===== src/rtl/nibble_serial_adder_pkg.sv =====
`default_nettype none
// ============================================================================
//  Module      : nibble_serial_adder_pkg
//  Description : Shared types and constants for the nibble-serial wide
//                adder/subtractor: controller state encoding and the width
//                of one nibble slice.
//  Revision    : 1.0  initial release
// ============================================================================
package nibble_serial_adder_pkg;

  // Width of one slice handed to adder_4bit.
  localparam int NIBBLE_W = 4;

  typedef enum logic [1:0] {
    IDLE = 2'd0,
    RUN  = 2'd1,
    DONE = 2'd2
  } state_e;

endpackage
`default_nettype wire


===== src/rtl/adder_4bit.sv =====
`default_nettype none
// ============================================================================
//  Module      : adder_4bit
//  Description : Combinational 4-bit ripple adder with carry in and carry out.
//  Ports       : a, b  - 4-bit addends
//                cin   - carry in
//                sum   - 4-bit sum
//                cout  - carry out of bit 3
//  Revision    : 1.0  initial release
// ============================================================================
module adder_4bit (
  input  logic [3:0] a,
  input  logic [3:0] b,
  input  logic       cin,
  output logic [3:0] sum,
  output logic       cout
);

  logic [4:0] full;

  assign full = {1'b0, a} + {1'b0, b} + {4'b0000, cin};
  assign sum  = full[3:0];
  assign cout = full[4];

endmodule
`default_nettype wire


===== src/rtl/nibble_serial_adder.sv =====
`default_nettype none
// ============================================================================
//  Module      : nibble_serial_adder
//  Description : Multi-cycle WIDTH-bit adder/subtractor built around one
//                adder_4bit. Operands are accepted in IDLE, processed one
//                nibble per clock (LSB first) in RUN with a registered ripple
//                carry, and the assembled result is presented in DONE until
//                the consumer takes it.
//  Ports       : clk, rst            - clock, synchronous active-high reset
//                in_valid / in_ready - operand handshake
//                a, b, cin, sub      - operands, carry in, subtract select
//                out_valid/out_ready - result handshake
//                sum, cout, ovf      - result, carry out, signed overflow
//  Revision    : 1.0  initial release
// ============================================================================
module nibble_serial_adder
  import nibble_serial_adder_pkg::*;
#(
  parameter int WIDTH = 16
) (
  input  logic             clk,
  input  logic             rst,
  input  logic             in_valid,
  output logic             in_ready,
  input  logic [WIDTH-1:0] a,
  input  logic [WIDTH-1:0] b,
  input  logic             cin,
  input  logic             sub,
  output logic             out_valid,
  input  logic             out_ready,
  output logic [WIDTH-1:0] sum,
  output logic             cout,
  output logic             ovf
);

  localparam int NIBBLES = WIDTH / NIBBLE_W;
  localparam int IDX_W   = $clog2(NIBBLES);
  localparam logic [IDX_W-1:0] IDX_LAST = IDX_W'(NIBBLES - 1);

  generate
    if ((WIDTH % NIBBLE_W) != 0 || WIDTH < 8) begin : g_bad_width
      $error("nibble_serial_adder: WIDTH must be a multiple of 4 and >= 8");
    end
  endgenerate

  state_e             state_q, state_d;
  logic [WIDTH-1:0]   a_q, a_d;
  logic [WIDTH-1:0]   b_q, b_d;        // b already inverted for subtraction
  logic               carry_q, carry_d;
  logic [IDX_W-1:0]   idx_q, idx_d;
  logic [WIDTH-1:0]   res_q, res_d;
  logic [WIDTH-1:0]   sum_q, sum_d;
  logic               cout_q, cout_d;
  logic               ovf_q, ovf_d;
  logic               out_valid_q, out_valid_d;

  logic [NIBBLE_W-1:0] nib_a;
  logic [NIBBLE_W-1:0] nib_b;
  logic [NIBBLE_W-1:0] nib_sum;
  logic                nib_cout;

  assign nib_a = a_q[idx_q*NIBBLE_W +: NIBBLE_W];
  assign nib_b = b_q[idx_q*NIBBLE_W +: NIBBLE_W];

  adder_4bit u_adder_4bit (
    .a    (nib_a),
    .b    (nib_b),
    .cin  (carry_q),
    .sum  (nib_sum),
    .cout (nib_cout)
  );

  always_comb begin
    state_d     = state_q;
    a_d         = a_q;
    b_d         = b_q;
    carry_d     = carry_q;
    idx_d       = idx_q;
    res_d       = res_q;
    sum_d       = sum_q;
    cout_d      = cout_q;
    ovf_d       = ovf_q;
    out_valid_d = out_valid_q;

    case (state_q)
      IDLE: begin
        if (in_valid) begin
          // Subtraction is a + ~b + 1, so the +1 rides in on the carry.
          a_d     = a;
          b_d     = sub ? ~b : b;
          carry_d = sub ? 1'b1 : cin;
          idx_d   = '0;
          res_d   = '0;
          state_d = RUN;
        end
      end

      RUN: begin
        res_d[idx_q*NIBBLE_W +: NIBBLE_W] = nib_sum;
        carry_d = nib_cout;
        idx_d   = idx_q + 1'b1;
        if (idx_q == IDX_LAST) begin
          state_d = DONE;
        end
      end

      DONE: begin
        // First DONE cycle publishes the result; the output registers then
        // hold it until the consumer accepts and on through IDLE.
        if (!out_valid_q) begin
          out_valid_d = 1'b1;
          sum_d       = res_q;
          cout_d      = carry_q;
          ovf_d       = (a_q[WIDTH-1] == b_q[WIDTH-1]) &&
                        (res_q[WIDTH-1] != a_q[WIDTH-1]);
        end else if (out_ready) begin
          out_valid_d = 1'b0;
          state_d     = IDLE;
        end
      end

      default: begin
        state_d = IDLE;
      end
    endcase
  end

  always_ff @(posedge clk) begin
    if (rst) begin
      state_q     <= IDLE;
      a_q         <= '0;
      b_q         <= '0;
      carry_q     <= 1'b0;
      idx_q       <= '0;
      res_q       <= '0;
      sum_q       <= '0;
      cout_q      <= 1'b0;
      ovf_q       <= 1'b0;
      out_valid_q <= 1'b0;
    end else begin
      state_q     <= state_d;
      a_q         <= a_d;
      b_q         <= b_d;
      carry_q     <= carry_d;
      idx_q       <= idx_d;
      res_q       <= res_d;
      sum_q       <= sum_d;
      cout_q      <= cout_d;
      ovf_q       <= ovf_d;
      out_valid_q <= out_valid_d;
    end
  end

  assign in_ready  = (state_q == IDLE);
  assign out_valid = out_valid_q;
  assign sum       = sum_q;
  assign cout      = cout_q;
  assign ovf       = ovf_q;

endmodule
`default_nettype wire


===== config.mk =====
export PLATFORM = sky130hd
export DESIGN_NAME = nibble_serial_adder
export DESIGN_NICKNAME = d
export VERILOG_FILES = /design/src/rtl/nibble_serial_adder_pkg.sv /design/src/rtl/adder_4bit.sv /design/src/rtl/nibble_serial_adder.sv
export SDC_FILE = /design/constraint.sdc
export NUM_CORES = 1
export LEC_CHECK = 0
export CAP_MARGIN = 30
export CORE_UTILIZATION = 56
export DETAILED_ROUTE_END_ITERATION = 6
export GPL_TIMING_DRIVEN = 0
export PLACE_DENSITY = 0.84
export SYNTH_ARGS = -nofsm -noshare
export SYNTH_HDL_FRONTEND = slang
export SYNTH_SLANG_ARGS = --single-unit

===== constraint.sdc =====
create_clock -name clk -period 6.95 [get_ports clk]
set_input_delay 1.7375 -clock clk [delete_from_list [all_inputs] [get_ports clk]]
set_output_delay 1.7375 -clock clk [all_outputs]
set_load 0.005 [all_outputs]

; ---- Yosys cells after proc, flatten, opt, wreduce, memory -nomap -nowiden
; Index checks and enable logic that the tools add are counted.
[word_totals]
reg_bits = 72
inputBits = 38
out_inout_bits = 20
wordCells = 52
[op_classes]
n_addsub = 4
n_eq_ne = 9
shifts = 4
muxes = 16
bitwise = 2
n_reduce_logical = 7
[op_table]
columns = cell, count
row1 = 4-bit negation with 34-bit output, 1
row2 = 4-bit by 34-bit variable shift with 16-bit output (first input constant), 1
row3 = 4-bit by 34-bit variable part select with 16-bit output, 1
row4 = 16-bit 2-to-1 mux, 2
row5 = 16-bit one-hot mux with 2 select lines, 1
row6 = 16-bit by 5-bit variable part select with 4-bit output, 2
row7 = 16-bit bitwise mux, 1
row8 = 16-bit inverter, 1
row9 = 2-bit 2-to-1 mux, 5
row10 = 2-bit inequality test (second input constant), 4
row11 = 2-bit one-hot mux with 3 select lines, 1
row12 = 2-bit AND reduction, 3
row13 = 4-bit by 4-bit adder with 5-bit output, 1
row14 = 5-bit by 1-bit adder with 5-bit output, 1
row15 = 2-bit equality test (second input constant), 2
row16 = 1-bit 2-to-1 mux, 4
row17 = 2-bit one-hot mux with 2 select lines, 1
row18 = 4-bit AND reduction, 1
row19 = 2-bit by 1-bit adder with 2-bit output (second input constant), 1
row20 = 2-bit by 1-bit equality test with 1-bit output (second input constant), 1
row21 = 2-bit logical NOT, 1
row22 = 1-bit one-hot mux with 2 select lines, 1
row23 = 2-bit nonzero test, 1
row24 = 1-bit equality test, 1
row25 = 3 further kinds, 3

; ---- Depth between registers and ports, before layout
[depth]
word_depth = 6
ltp_mapped = 8
mapped_depth_nobuf = 7

; ---- Modules after synthesis
; Synthesis repeated with hierarchy kept, for this count alone.
[hier_totals]
hier_cells = 339
area_unflattened_um2 = 3195.6
[modules_own_cells]
columns = module, instances, cells_each, area_each_um2, seq_area_each_um2
row1 = nibble_serial_adder, 1, 323, 3051.7, 1441.4
row2 = adder_4bit, 1, 16, 143.9, 0.0

; ---- Worst setup path before layout
; No wires, ideal clock.
[synth_path]
path_type = register to register
start = register idx_q[0]
end = register res_q[2]
setup_time_ps = 128
t_arrival_ps = 2473
required_ps = 6822
slack_ps = 4349
path_stages_with_launch = 8
path_buffers = 1
period_less_slack_ps = 2601
cell_sequence = dfxtp_1 -> buf_4 -> mux4_2 -> fa_1 -> fa_1 -> xor2_1 -> a22oi_1 -> nor2_1
[synth_between]
elab_chain_len = 6
elab_cells_between_ends = 9
classes_between = 3 x add/sub / 4 x shift / 2 x mux
[synth_lines]
columns = item, line_no
row1 = from (decl), nibble_serial_adder.sv:50  ; logic [IDX_W-1:0] idx_q, idx_d;
row2 = from (signal assigned), nibble_serial_adder.sv:145  ; idx_q <= idx_d;
row3 = "16-bit by 5-bit variable part select with 4-bit output, on equally long branches", "nibble_serial_adder.sv:62, nibble_serial_adder.sv:63"
row4 = 4-bit by 4-bit adder with 5-bit output, adder_4bit.sv:21  ; assign full = {1'b0, a} + {1'b0, b} + {4'b0000, cin};
row5 = 5-bit by 1-bit adder with 5-bit output, adder_4bit.sv:21
row6 = 4-bit by 34-bit variable part select with 16-bit output, nibble_serial_adder.sv:99  ; res_d[idx_q*NIBBLE_W +: NIBBLE_W] = nib_sum;
row7 = 16-bit bitwise mux *, nibble_serial_adder.sv:99
row8 = 16-bit one-hot mux with 2 select lines *, nibble_serial_adder.sv:85  ; case (state_q)
row9 = to (signal assigned), nibble_serial_adder.sv:146  ; res_q <= res_d;
row10 = to (decl), nibble_serial_adder.sv:51  ; logic [WIDTH-1:0] res_q, res_d;
; Mark *: on every way between the ends. The rest lies on a longest branch, timed or not.
; A chain may end at the register's enable or synchronous reset.

; ---- Worst setup path in the final report
[layout_path]
start = register state_q[0]
end = output in_ready
[layout_between]
elab_chain_len = 1
[layout_lines]
columns = item, line_no
row1 = from (decl), nibble_serial_adder.sv:46  ; state_e state_q, state_d;
row2 = from (signal assigned), nibble_serial_adder.sv:141  ; state_q <= state_d;
row3 = 2-bit logical NOT, nibble_serial_adder.sv:154  ; assign in_ready = (state_q == IDLE);
row4 = to (decl), nibble_serial_adder.sv:24  ; output logic in_ready,
; No other way between the ends.

==> run metrics <==
outcome complete, no violations; WHS Endpoint sum[12]; Yosys Warn Count 0; capturing element type of the critical path output port; Synth Area in Compound Gates 17.9%; Setup Crit Path Kind reg2out; fin cells 491; post-synthesis sequential area ratio 44.6%; Mapped Cells 348; layout cells sized above 1 13.4%; Rows 27; # diodes 0; Post-CTS Resized 0; later-pin clock latency in the skew report 0.36 ns; Final Net Count 462; initial antenna violation count 0; FF+latch count, synth 72; dpl ws 3.78 ns; post-route ant nets 0; Placed Area 3870 µm²; Clock transition at path regs 0.07 ns; Final period util 46.4%; Peak VDD IR 136 µV; number of enable flip-flop cells after synthesis 0; first-pass GRT wire length 12.4 mm; Layout area overhead 26.4%; chip height 78.0 µm; crit path launch state_q[0]; Total Die Area 6080 µm²; worst r2r dst res_q[14]; total number of vias 2733; Avg Inst Size Synth 9.29 µm²; post-synth top area cell dfxtp_1; Yosys top cell area share 44.6%; number of I/O port buffers 55; Final WS setup 3.72 ns; pin count of the biggest net entering global routing 13; Post-Syn Area 3230 µm²; routability cong. 0.817; Placed Cells incl. Taps 475; Iter 0 DRT Violations 154; xor and xnor fraction of the mapped netlist area 4.61%; total power 0.945 mW; max_slew headroom 53.0%; CTS buffer count 9; vias per inst 5.57; CP Max Fanout 10; Max Cap Viol 0; Power per Cell Area 231 nW/µm²; mux cell area share after synthesis 5.57%; Synthesized Nets 396; top cells by area, synth dfxtp_1 (45%), nand2_1 (8.5%), mux4_2 (5.6%); Min-Delay Path Class reg2reg; TritonRoute pass-1 iters 5; design area 4090 µm²; clock buffer depth 2; Clock Skew 0.00450 ns; die width 78.0 µm; CTS sink count 72; total negative setup slack 0 ns; I/O pin cnt 58; Starting Density 58.4%; WL per Instance 15.1 µm; Max H-tree Level 3; Peak Freq 0.310 GHz; Lkg Pwr 1.49 nW; Worst Reg-to-Reg Cells 7; # setup viols final 0; asr flop ratio synth 0%; most used flip-flop cell after synthesis dfxtp_1; Hold Startpoint sum[12]; Synth Area in Simple Gates 18.4%; clk root buf clkbuf_8; Detail Placement HPWL 5.37 mm; largest family of logic cells by synthesized area simple AND/OR/NAND/NOR gates; Post-CTS Hold Fix Bufs 0; Hold Path Cell Cnt 2; Core Area 5540 µm²; CP Launch Type flip-flop; arrival time of the worst setup path 1.49 ns; Netlist cell types 43; gr usage total 26.8%; hold_ws 0.454 ns; gr ovfl total 0; # DRC 0; # Post-CTS Setup Buffers 0; RSZ-0062 raised after global routing no; final hold vios 0; fin util 73.7%; worst slew pin tran 0.705 ns; Post-Synth Adder-Cell Area 4.33%; CTS tree done; FF-to-FF setup slack 3.93 ns; Final Slew Violations 0; DRT Wirelength 7.41 mm; Worst R2R Start idx_q[0]; most frequent cell after synthesis nand2_1; Final min period 3.23 ns; vias in the first global route 2691; Critical Path RT 5.21 ns; leading cell types by count after synthesis nand2_1 (73), dfxtp_1 (72), nor2_1 (37)
==> how the worst max path moves through the flow <==
| stage | to | slack (ns) |
|---|---|---|
| after floorplan | res_q[2] | 4.35 |
| after global placement | a_q[7] | 3.82 |
| after detailed placement | a_q[10] | 3.78 |
| after CTS | in_ready | 3.72 |
| after global routing | in_ready | 3.68 |
| final | in_ready | 3.72 |
==> area by class of cell <==
cell class	instances	area, µm²
multi-input cells	249	1640
fillers	433	1460
flip-flops and latches	72	1440
repair buffers	55	551
plain buffers	25	140
clock buffers	10	128
well taps	72	90.1
clock inverters	6	83.8
inverters	2	7.51
==> report_power, final <==
| part | internal (mW) | switching [mW] |
|---|---|---|
| clock network | 0.201 | 0.159 |
| logic | 0.0681 | 0.0758 |
| registers | 0.430 | 0.0114 |
==> routing by layer <==
layer,GRT usage (%),wire length (µm)
met5,0,0
met1,30.7,3050
met3,5.41,351
met2,47.2,3840
met4,13.5,174
==> flip-flops by register name, indices dropped and copies added (netlist names) <==
name / flops
a_q: 16
b_q: 16
carry_q: 1
cout: 1
idx_q: 2
out_valid: 1
ovf: 1
res_q: 16
state_q: 2
sum: 16
==> critical path, stage by stage (launching register included) <==
cell and delay (ns):
dfxtp_1 0.31, buf_4 0.18, nor2_2 0.12, clkdlybuf4s50_1 0.52
==> logic make-up after synthesis <==
kind of cell,Yosys count
mux,8
simple gates,132
fa+ha+maj,10
compound gates,82
buf+inv,27
xor+xnor,17
flops,72
==> placed cells by master (no fill, tap or decap), types with 3 or more instances in the layout <==
cell type / n
a22oi_1: 14
ha_1: 8
nor2_1: 37
a32oi_1: 4
nand2b_1: 4
mux4_2: 8
a21oi_1: 34
clkinv_2: 3
clkdlybuf4s50_1: 55
buf_2: 7
a21o_1: 5
dfxtp_1: 72
clkbuf_1: 10
clkbuf_8: 9
a211oi_1: 8
buf_4: 6
xnor2_1: 16
nand2_1: 73
a211oi_2: 10
No activity file was read; power rests on OpenSTA's default activity.
